`src/rtl/ofdm_symbol_timer.sv`:
```
// OFDM frame/symbol timing generator.
// A sync pulse from the preamble detector starts a frame of NSYM symbols, each
// NCP+NFFT samples long. Every output describes the en-qualified input sample
// seen on the previous cycle: valid, SOP/EOP, CP/data split, indices and
// frame-level status. An accepted mid-frame resync restarts the frame and
// reports whether it landed on a symbol boundary.
module ofdm_symbol_timer #(
    parameter  int NFFT = 1024,
    parameter  int NCP  = 32,
    parameter  int NSYM = 32,
    localparam int SLEN = NFFT + NCP,
    localparam int CW   = $clog2(SLEN),
    localparam int SW   = ($clog2(NSYM) > 0) ? $clog2(NSYM) : 1
) (
    input  logic          clk,
    input  logic          rst,
    input  logic          i_en,
    input  logic          i_sync_in,
    input  logic          i_resync_en,
    output logic          o_out_valid,
    output logic          o_sym_sop,
    output logic          o_sym_eop,
    output logic          o_cp_flag,
    output logic          o_data_flag,
    output logic [CW-1:0] o_samp_idx,
    output logic [SW-1:0] o_sym_idx,
    output logic          o_frame_active,
    output logic          o_frame_done,
    output logic          o_sync_err
);

    localparam logic [CW-1:0] LAST_SAMP = CW'(SLEN - 1);
    localparam logic [SW-1:0] LAST_SYM  = SW'(NSYM - 1);
    localparam logic [CW-1:0] NCP_C     = CW'(NCP);

    typedef enum logic {
        S_IDLE = 1'b0,
        S_RUN  = 1'b1
    } state_t;

    // Control state. r_nsamp/r_nsym hold the position the next en-sample will
    // take if no resync is accepted.
    state_t        r_state;
    logic [CW-1:0] r_nsamp;
    logic [SW-1:0] r_nsym;

    // Registered outputs.
    logic          r_vld_p1;
    logic          r_sop_p1;
    logic          r_eop_p1;
    logic          r_cp_p1;
    logic          r_data_p1;
    logic [CW-1:0] r_samp_p1;
    logic [SW-1:0] r_sym_p1;
    logic          r_fact_p1;
    logic          r_done_p1;
    logic          r_err_p1;

    // Next-state / per-sample decode.
    state_t        w_state_nxt;
    logic [CW-1:0] w_nsamp_nxt;
    logic [SW-1:0] w_nsym_nxt;
    logic          w_active;
    logic [CW-1:0] w_pos_samp;
    logic [SW-1:0] w_pos_sym;
    logic          w_err;
    logic          w_sop;
    logic          w_eop;
    logic          w_in_cp;
    logic          w_done;

    // State and position counters; reset aborts any frame in progress.
    always_ff @(posedge clk or posedge rst) begin
        if (rst) begin
            r_state <= S_IDLE;
            r_nsamp <= '0;
            r_nsym  <= '0;
        end else begin
            r_state <= w_state_nxt;
            r_nsamp <= w_nsamp_nxt;
            r_nsym  <= w_nsym_nxt;
        end
    end

    // Next state, position of the current sample and its flags.
    always_comb begin
        w_state_nxt = r_state;
        w_nsamp_nxt = r_nsamp;
        w_nsym_nxt  = r_nsym;
        w_active    = 1'b0;
        w_pos_samp  = '0;
        w_pos_sym   = '0;
        w_err       = 1'b0;
        w_sop       = 1'b0;
        w_eop       = 1'b0;
        w_in_cp     = 1'b0;
        w_done      = 1'b0;

        if (i_en) begin
            case (r_state)
                S_IDLE: begin
                    if (i_sync_in) begin
                        // Current sample is sample 0 of symbol 0.
                        w_active    = 1'b1;
                        w_state_nxt = S_RUN;
                        w_nsamp_nxt = CW'(1);
                        w_nsym_nxt  = '0;
                    end
                end
                S_RUN: begin
                    w_active = 1'b1;
                    if (i_sync_in && i_resync_en) begin
                        // Restart; misaligned only if we were mid-symbol.
                        w_err       = (r_nsamp != '0);
                        w_nsamp_nxt = CW'(1);
                        w_nsym_nxt  = '0;
                    end else begin
                        w_pos_samp = r_nsamp;
                        w_pos_sym  = r_nsym;
                        if (r_nsamp == LAST_SAMP) begin
                            w_nsamp_nxt = '0;
                            if (r_nsym == LAST_SYM) begin
                                w_nsym_nxt  = '0;
                                w_state_nxt = S_IDLE;
                            end else begin
                                w_nsym_nxt = r_nsym + SW'(1);
                            end
                        end else begin
                            w_nsamp_nxt = r_nsamp + CW'(1);
                        end
                    end
                end
                default: w_state_nxt = S_IDLE;
            endcase
        end

        if (w_active) begin
            w_sop   = (w_pos_samp == '0);
            w_eop   = (w_pos_samp == LAST_SAMP);
            w_in_cp = (w_pos_samp < NCP_C);
            w_done  = w_eop && (w_pos_sym == LAST_SYM);
        end
    end

    // Output register: pulses clear on en=0 gaps, indices and frame_active hold.
    always_ff @(posedge clk or posedge rst) begin
        if (rst) begin
            r_vld_p1  <= 1'b0;
            r_sop_p1  <= 1'b0;
            r_eop_p1  <= 1'b0;
            r_cp_p1   <= 1'b0;
            r_data_p1 <= 1'b0;
            r_samp_p1 <= '0;
            r_sym_p1  <= '0;
            r_fact_p1 <= 1'b0;
            r_done_p1 <= 1'b0;
            r_err_p1  <= 1'b0;
        end else if (i_en) begin
            r_vld_p1  <= 1'b1;
            r_sop_p1  <= w_sop;
            r_eop_p1  <= w_eop;
            r_cp_p1   <= w_active && w_in_cp;
            r_data_p1 <= w_active && !w_in_cp;
            r_fact_p1 <= w_active;
            r_done_p1 <= w_done;
            r_err_p1  <= w_err;
            if (w_active) begin
                r_samp_p1 <= w_pos_samp;
                r_sym_p1  <= w_pos_sym;
            end
        end else begin
            r_vld_p1  <= 1'b0;
            r_sop_p1  <= 1'b0;
            r_eop_p1  <= 1'b0;
            r_cp_p1   <= 1'b0;
            r_data_p1 <= 1'b0;
            r_done_p1 <= 1'b0;
            r_err_p1  <= 1'b0;
        end
    end

    assign o_out_valid    = r_vld_p1;
    assign o_sym_sop      = r_sop_p1;
    assign o_sym_eop      = r_eop_p1;
    assign o_cp_flag      = r_cp_p1;
    assign o_data_flag    = r_data_p1;
    assign o_samp_idx     = r_samp_p1;
    assign o_sym_idx      = r_sym_p1;
    assign o_frame_active = r_fact_p1;
    assign o_frame_done   = r_done_p1;
    assign o_sync_err     = r_err_p1;

endmodule

```
`config.mk`:
```
export PLATFORM = sky130hd
export DESIGN_NAME = ofdm_symbol_timer
export DESIGN_NICKNAME = d
export VERILOG_FILES = /design/src/rtl/ofdm_symbol_timer.sv
export SDC_FILE = /design/constraint.sdc
export NUM_CORES = 1
export LEC_CHECK = 0
export ABC_AREA = 1
export CAP_MARGIN = 15
export CORE_MARGIN = 10
export CORE_UTILIZATION = 40
export CTS_BUF_LIST = sky130_fd_sc_hd__clkbuf_8
export DETAILED_ROUTE_END_ITERATION = 16
export PLACE_DENSITY = 0.64
export SLEW_MARGIN = 20
export SYNTH_ARGS = -nofsm -noshare
export SYNTH_HDL_FRONTEND = slang
export SYNTH_SLANG_ARGS = --single-unit
```
`constraint.sdc`:
```
create_clock -name clk -period 2 [get_ports clk]
set_input_delay 0.2 -clock clk [delete_from_list [all_inputs] [get_ports clk]]
set_output_delay 0.2 -clock clk [all_outputs]
set_load 0.01 [all_outputs]
```
==> flow_summary.ini, run 1 <==
[outcome]
status = finished, final reports clean

[setup_path]
cp.required_ps = 2190
cpMostUsedCell = nand2_4
cp-end-kind = flip-flop
startpoint = r_nsamp[1]
crit_chain = ha_1 -> nand2_1 -> nor2_8 -> nand2_4 -> nand2_4 -> nand2_4 -> clkinv_8 -> nand2_2 -> o21ai_2
criticalPathCategory = reg2reg
reg2reg_depth = 9
startpoint_type = flip-flop
cp-endpoint = r_nsym[3]
path_max_fanout = 10
r2r_end = r_nsym[3]
path_depth = 9
cp.arrival_ps = 1690
rrSetupSlack_ps = 500
cp_top_family = simple AND/OR/NAND/NOR gates
cp_slowest_cell = dfrtp_1
path_buf_inv = 1
cpPeakStageDelay_ps = 440
r2r_start = r_nsamp[1]

[floorplan]
die-area_um2 = 8258
die_w_um = 90.88
die_h_um = 90.88
initial_utilization_pct = 41.99
fp.coreArea_um2 = 4786
core.rowCount = 25
ios = 29

[detailed_routing]
ant_nets = 0
dr.first_iter.drc_count = 98
dr.pass1.iters = 4
wl_mm = 4.385
routedWlPerCell_um = 13.53
viasPerCell = 4.728
vias = 1532
drc = 0

[sta]
setup-tns-final_ps = 0
hold_viol_final = 0
hold_slack_ps = 339.1
worst_slack_ps = 500.1
rsz0062_at_grt = no
fmax_ghz = 0.6667
finalClockSkew_ps = 3.175
slew_headroom_pct = 66.30
setup_violations = 0
timing.final.max_slew_violations = 0
fin_crit_sh_pct = 74.99
finalCriticalPeriod_ps = 1500
tightest_slew_ps = 505.5

[final_layout]
layout_common_cells = nand2_1, dfrtp_1, inv_1, clkdlybuf4s50_1, nor2_1
area_growth_syn_to_layout_pct = 23.91
fill_cells = 456
post-route-util_pct = 52.03
stdcell_count = 324
final_common_cell = nand2_1
seqCellArea_um2 = 1026
finalInstanceArea_um2 = 2490
drive_gt1_share_pct = 15.18
diodes = 0
finalNetCount = 265
multiInputGateArea_um2 = 835.8

[placed_design]
gp_congestion = 0.8548
hpwl_mm = 3.298
placed_area_um2 = 2374
place_ws_ps = 264.3
io_buffers = 28
placed_cells = 316

[yosys]
synth_warnings = 0
syn-cell-area_um2 = 2009
syn-mean-instance-area_um2 = 9.051
synthCells = 222
syn_nets = 231
ys_types = 32
ys_seq_area_share_pct = 51.06
synth_seq_cells = 41

[power]
p_clk_share_pct = 33.7
switchingPower_mw = 0.5544
power_mw = 2.013
power.share.combinational_pct = 17.4
ir_drop_uv = 292.4
p_int_mw = 1.459
power_density_nw_per_um2 = 808.5
sw_frac_of_total_pct = 27.54
p_leak_nw = 1.245
power_frac_seq_pct = 48.9

[clock_tree]
cts-root-buf = clkbuf_8
path_clk_slew_ps = 70
cts_tree = done
cts_max_level = 2
clock_path_buffers = 2
cts_buffers = 5
cts_setup_buffers = 0
cts_resized = 0
clock_latency_ps = 290
ctsHoldBuffers = 0
clock-sinks = 41

[global_routing]
gr-total-overflow = 0
grt_first_pass_wirelength_mm = 7.803
grt_pass1_vias = 1571
grt_antenna_before_repair = 0
grt_use_total_pct = 11.52
grt_max_degree = 42

[hold_path]
hold_class = in2async

[flow_run]
cap_violations = 0
[worst min-delay path, cell delays in order]
cell,delay (ps)
clkdlybuf4s50_1,400
inv_1,50
buf_4,430
[worst min path at each step]
| stage | from | end | slack [ps] | cells past startpoint |
|---|---|---|---|---|
| after floorplan | i_en | o_out_valid | 230 | 0 |
| after global placement | o_samp_idx[4] | o_samp_idx[4] | 470 | 2 |
| after detailed placement | o_samp_idx[4] | o_samp_idx[4] | 460 | 2 |
| after CTS | rst | r_nsym[4] | 360 | 3 |
| after global routing | rst | o_cp_flag | 380 | 3 |
| final | rst | o_cp_flag | 340 | 3 |
[logic make-up (layout without fill, tap and decap cells)]
group                      count (synthesis)  after routing  synth area share [%]
AOI/OAI and AO/OA                         30             30                 9.215
adders and majority gates                  4              4                 2.491
buffers and inverters                     35             70                 7.347
DFF                                       41             41                 51.06
and+or+nand+nor                          112            112                 29.89
[cell usage after synthesis]
cell | count | area share (%)
nor2_2 | 3 | 0.93
a21oi_2 | 1 | 0.44
nor2_8 | 1 | 1.0
buf_2 | 3 | 0.75
dfrtp_1 | 41 | 51
nand4_1 | 8 | 2.5
nor3_1 | 5 | 1.2
o21ai_0 | 7 | 1.7
o21ai_1 | 12 | 3.0
nor2_4 | 1 | 0.56
nand3_2 | 1 | 0.50
nor4_1 | 1 | 0.31
inv_1 | 28 | 5.2
nand2_4 | 4 | 2.2
nand4_2 | 1 | 0.62
nor2_1 | 14 | 2.6
a21oi_1 | 3 | 0.75
inv_2 | 3 | 0.56
o31ai_1 | 2 | 0.75
nand3_4 | 1 | 0.87
nor3_2 | 2 | 1.0
nand3_1 | 11 | 2.7
a21oi_4 | 1 | 0.81
or2_1 | 1 | 0.31
clkinv_8 | 1 | 0.81
nand2_1 | 51 | 9.5
nand2_2 | 4 | 1.2
nand2_8 | 1 | 1.0
ha_1 | 4 | 2.5
o21ai_2 | 4 | 1.7
or2_2 | 1 | 0.31
nand3b_1 | 1 | 0.37
[per-layer routing]
metal | vias up | wire [um] | track usage (%)
met5 | - | 0 | 0
li1 | 785 | - | -
met3 | 8 | 228 | 3.658
met2 | 32 | 2054 | 17.49
met4 | 0 | 79 | 4.439
met1 | 707 | 2022 | 14.82
[registers in the layout, summed over array words and instances, names as in the netlist]
| name | count |
|---|---|
| r_nsym | 5 |
| o_sym_eop | 1 |
| o_sync_err | 1 |
| o_sym_sop | 1 |
| r_state | 1 |
| o_samp_idx | 11 |
| o_data_flag | 1 |
| o_sym_idx | 5 |
| r_nsamp | 11 |
| o_out_valid | 1 |
| o_frame_done | 1 |
| o_cp_flag | 1 |
| o_frame_active | 1 |
[power groups by stage]
stage                     clock network [mW]  registers (mW)  logic (mW)
after global routing                   0.733           0.999       0.393
final                                  0.679           0.985       0.349
after global placement                     0            1.00       0.355
after floorplan                            0            1.00       0.199
after detailed placement                   0            1.00       0.356
after CTS                              0.692           0.984       0.358
[final cells by class]
type / count / share of cell area [%]
clock buffers: 6 / 3.317
clock inverters: 2 / 1.357
inverters: 32 / 5.327
multi-input cells: 146 / 33.57
flip-flops and latches: 41 / 41.21
well taps: 67 / 3.367
repair buffers: 30 / 11.86
Note: power is estimated with default switching activity, not from simulation.
==> run 2: changes to the inputs <==
==> constraint.sdc (replaced) <==
create_clock -name clk -period 1.43 [get_ports clk]
set_input_delay 0.143 -clock clk [delete_from_list [all_inputs] [get_ports clk]]
set_output_delay 0.143 -clock clk [all_outputs]
set_load 0.01 [all_outputs]
==> run 2 against run 1 <==
Largest cell class unchanged. Wire length increased by 6.4%. Via count increased by 9.9%. Largest power group unchanged. Clock skew increased by 6.1 ps. Worst setup slack got worse by 440 ps. Critical path depth decreased by 8. Design area increased by 12%.
==> flow_summary.ini, run 2 (synthesized netlist as in run 1, its figures left out) <==
[flow_run]
cap_violations = 0

[final_layout]
final_common_cell = nand2_1
area_growth_syn_to_layout_pct = 38.29
layout_common_cells = nand2_1, dfrtp_1, buf_4, clkdlybuf4s50_1, inv_1
finalInstanceArea_um2 = 2779
post-route-util_pct = 58.07
fill_cells = 420
stdcell_count = 356
diodes = 0
drive_gt1_share_pct = 28.03
finalNetCount = 299

[sta]
hold_viol_final = 0
rsz0062_at_grt = yes
setup_violations = 0
setup-tns-final_ps = 0
fmax_ghz = 0.7279
finalCriticalPeriod_ps = 1374
timing.final.max_slew_violations = 0
fin_crit_sh_pct = 96.07
tightest_slew_ps = 247.2
finalClockSkew_ps = 9.290
slew_headroom_pct = 83.39

[detailed_routing]
vias = 1683
drc = 0
dr.first_iter.drc_count = 48
ant_nets = 0
viasPerCell = 4.728
routedWlPerCell_um = 13.10
wl_mm = 4.665
dr.pass1.iters = 4

[global_routing]
grt_pass1_vias = 1678
grt_antenna_before_repair = 0
grt_first_pass_wirelength_mm = 7.983
grt_max_degree = 42
grt_use_total_pct = 11.49
gr-total-overflow = 0

[floorplan]
die-area_um2 = 8258
initial_utilization_pct = 41.99
core.rowCount = 25
ios = 29
die_h_um = 90.88
die_w_um = 90.88
fp.coreArea_um2 = 4786

[setup_path]
r2r_start = r_nsamp[0]
rrSetupSlack_ps = 60
cp.arrival_ps = 1230
path_max_fanout = 2
path_buf_inv = 1
cpPeakStageDelay_ps = 570
reg2reg_depth = 8
r2r_end = r_nsamp[8]
cp-end-kind = output pin
crit_chain = clkdlybuf4s50_1
cp_top_family = buffers and inverters
criticalPathCategory = reg2out
cp.required_ps = 1290
startpoint_type = flip-flop
cp_slowest_cell = clkdlybuf4s50_1

[clock_tree]
clock_latency_ps = 290
clock_path_buffers = 2
cts_buffers = 5
cts_tree = done
path_clk_slew_ps = 80
ctsHoldBuffers = 0
cts_max_level = 2
clock-sinks = 41
cts-root-buf = clkbuf_8

[hold_path]
hold_depth = 1
min_to = o_out_valid
hold_class = in2reg
min_from = i_en

[power]
p_int_mw = 1.934
p_leak_nw = 1.405
power.share.combinational_pct = 25.1
power_density_nw_per_um2 = 986.9
power_frac_seq_pct = 49.5
sw_frac_of_total_pct = 29.49
ir_drop_uv = 518.6
p_clk_share_pct = 25.4
switchingPower_mw = 0.8089
power_mw = 2.742

[placed_design]
io_buffers = 28
placed_cells = 348
hpwl_mm = 3.540
gp_congestion = 0.9053
placed_area_um2 = 2639

[outcome]
status = finished, final reports clean
==> run 2: changes by cell type in the layout (fill, tap and decap cells not counted), moves of 2 or more <==
cell | before | now
ha_2 | 0 | 3
inv_1 | 29 | 26
nor2_4 | 1 | 3
nand2_1 | 51 | 49
ha_1 | 4 | 1
buf_4 | 2 | 33
buf_12 | 0 | 2
inv_2 | 3 | 5
==> run 2: final cells by class <==
class,count,area [um2],area share [%]
sequential,41,1026,36.92
multi-input combinational,146,880.8,31.70
tap,67,83.83,3.017
clock buffer,5,68.82,2.476
clock inverter,1,5.005,0.1801
inverter,32,132.6,4.773
timing repair buffer,64,581.8,20.94
==> run 2: per-layer routing <==
metal / global-route usage (%) / vias to the layer above / share of wire [%]
met1: 14.39 / 801 / 47
li1: - / 852 / -
met2: 18.57 / 22 / 47
met3: 3.325 / 8 / 4.0
met4: 3.525 / 0 / 1.3
met5: 0 / - / 0
==> run 2: power by group through the flow <==
stage | clock [mW] | sequential [mW] | combinational (mW)
global placement | 0 | 1.37 | 0.659
finish | 0.696 | 1.36 | 0.688
detailed placement | 0 | 1.37 | 0.663
global route | 0.755 | 1.37 | 0.762
CTS | 0.717 | 1.35 | 0.667
floorplan | 0 | 1.40 | 0.278
==> run 2: worst max-delay path by stage <==
stage                               from              to  slack, ps  cells after the start
after CTS                     r_nsamp[0]       r_nsym[2]         10                      9
after detailed placement            i_en      r_nsamp[9]       -180                     10
final                     o_samp_idx[10]  o_samp_idx[10]         60                      1
after global placement              i_en      r_nsamp[9]       -140                     10
after global routing          r_nsamp[0]      r_nsamp[8]        -20                      8
after floorplan               r_nsamp[0]       r_nsym[3]         60                      9
==> run 2: timing repair <==
item / 4_1_cts / 5_1_grt
gates resized for setup: 0 / 15
buffers inserted: 0 / 2
endpoints found under the setup margin: 0 / 17
==> run 2: through the flow <==
step | setup slack [ps] | hold slack [ps]
3_5_place_dp | -177.7 | 469.7
3_3_place_gp | -135.1 | 463.2
5_1_grt | -16.72 | 94.38
6_report | 56.18 | 86.96
4_1_cts | 10.03 | 220.0
2_1_floorplan | 58.72 | 174.4
==> run 3: changes to the inputs <==
--- a/config.mk
+++ b/config.mk
@@ -7,6 +7,7 @@
 export LEC_CHECK = 0
 export ABC_AREA = 1
 export CAP_MARGIN = 15
+export CORE_ASPECT_RATIO = 0.9
 export CORE_MARGIN = 10
 export CORE_UTILIZATION = 40
 export CTS_BUF_LIST = sky130_fd_sc_hd__clkbuf_8
==> run 3 against run 2 <==
Clock-buffer cell count grew 1. First-iteration DRC count grew 50%. Largest power group unchanged. Die area is essentially flat. Register-to-register slack gained 30 ps. Combinational power shrank 5.4%. Fmax grew 2.0%. Hold slack gained 120 ps.
==> flow_summary.ini, run 3 (synthesized netlist as in run 1, its figures left out) <==
[outcome]
status = finished, final reports clean

[detailed_routing]
vias = 1667
wl_met3_um = 210
routedWlPerCell_um = 13.07
top_layer = met4
drt-met1-wl_mm = 2.068
drc = 0
dr.first_iter.drc_count = 72
wl_mm = 4.613
met2_length_mm = 2.288
ant_nets = 0
dr.pass1.iters = 4
viasPerCell = 4.722

[sta]
tightest_slew_ps = 358.8
timing.final.max_slew_violations = 0
setup-tns-final_ps = 0
fmax_ghz = 0.7426
hold_viol_final = 0
setup_violations = 0
rsz0062_at_grt = yes
slew_headroom_pct = 75.86
fin_crit_sh_pct = 94.17
finalClockSkew_ps = 9.110
finalCriticalPeriod_ps = 1347

[placed_design]
hpwl_mm = 3.557
io_buffers = 28
gp_congestion = 0.8161

[power]
power_mw = 2.811
ir_drop_uv = 429.2
power_density_nw_per_um2 = 1027
p_leak_nw = 1.378

[global_routing]
gr-total-overflow = 0
grt_max_degree = 42
grt_use_total_pct = 11.84
grt_antenna_before_repair = 0
grt_pass1_vias = 1693
grt_first_pass_wirelength_mm = 7.803

[floorplan]
ios = 29
die-area_um2 = 8263
die_w_um = 94.71
core.rowCount = 24
fp.coreArea_um2 = 4865
initial_utilization_pct = 41.31
die_h_um = 87.24

[hold_path]
hold_class = in2async

[setup_path]
rrSetupSlack_ps = 80
cp.arrival_ps = 1580
criticalPathCategory = reg2reg
path_max_fanout = 3
startpoint_type = flip-flop
cp.required_ps = 1660
cp-end-kind = flip-flop

[final_layout]
fill_cells = 445
layout_common_cells = nand2_1, dfrtp_1, buf_4, clkdlybuf4s50_1, inv_1
final_common_cell = nand2_1
area_growth_syn_to_layout_pct = 36.18
diodes = 0
drive_gt1_share_pct = 27.43
finalNetCount = 296

[clock_tree]
clock-sinks = 41
clock_path_buffers = 2
cts_max_level = 2
ctsHoldBuffers = 0
path_clk_slew_ps = 80
cts-root-buf = clkbuf_8
clock_latency_ps = 300
cts_buffers = 5
cts_tree = done

[flow_run]
cap_violations = 0
## run 3: worst paths after layout
check / to / from / depth (start not counted)
max in group asynchronous: r_nsamp[5] / rst / 3
worst min register to register: o_samp_idx[4] / o_samp_idx[4] / 2
min in group clk: o_out_valid / i_en / 1
worst max-delay path: r_nsym[2] / r_nsym[1] / 9
worst min-delay path: o_data_flag / rst / 3
worst max register to register: r_nsym[2] / r_nsym[1] / 9
## run 3: per-layer routing
| layer | up-vias | track usage, % |
|---|---|---|
| li1 | 843 | - |
| met1 | 787 | 14.66 |
| met2 | 32 | 19.89 |
| met3 | 5 | 2.759 |
| met4 | 0 | 3.668 |
| met5 | - | 0 |
## run 3: cell type report
cell class,instances,area (um2),share of cell area [%]
Sequential cell,41,1026,37.49
Multi-Input combinational cell,146,859.6,31.41
Timing Repair Buffer,61,540.5,19.75
Inverter,32,132.6,4.847
Clock buffer,6,82.58,3.018
Tap cell,65,81.33,2.972
Clock inverter,2,13.76,0.5030
## run 3: worst max-delay path, stage by stage, from the launching register on
cell and delay (ps):
dfrtp_1 400, ha_2 190, nand2_2 70, nor2_1 40
ha_2 180, inv_2 70, nand4_1 100, nor2_1 130
nand2_2 70, o21ai_2 40
## run 3: per-stage QoR
stage               area (um2)  cells  setup WS [ps]  hold slack, ps  utilization [%]
global placement          2609    344         -105.3           467.3            53.63
floorplan                 2009    222          58.72           174.4                -
global route              2736    353         -25.08           236.4            56.25
finish                    2736    353          83.43           206.2            56.25
detailed placement        2609    344         -189.5           468.5            53.63
CTS                       2710    352          15.37           213.1            55.71
## run 3: what timing repair did
item / 4_1_cts / 5_1_grt
resized for setup: 3 / 6
pin swaps: 1 / 6
setup buffers: 0 / 1
cloned: 0 / 0
endpoints found under the setup margin: 4 / 17
## run 3: power breakdown
group	switching (mW)	internal (mW)
Clock	0.413	0.391
Combinational	0.329	0.322
Sequential	0.0924	1.26
Total	0.834	1.98
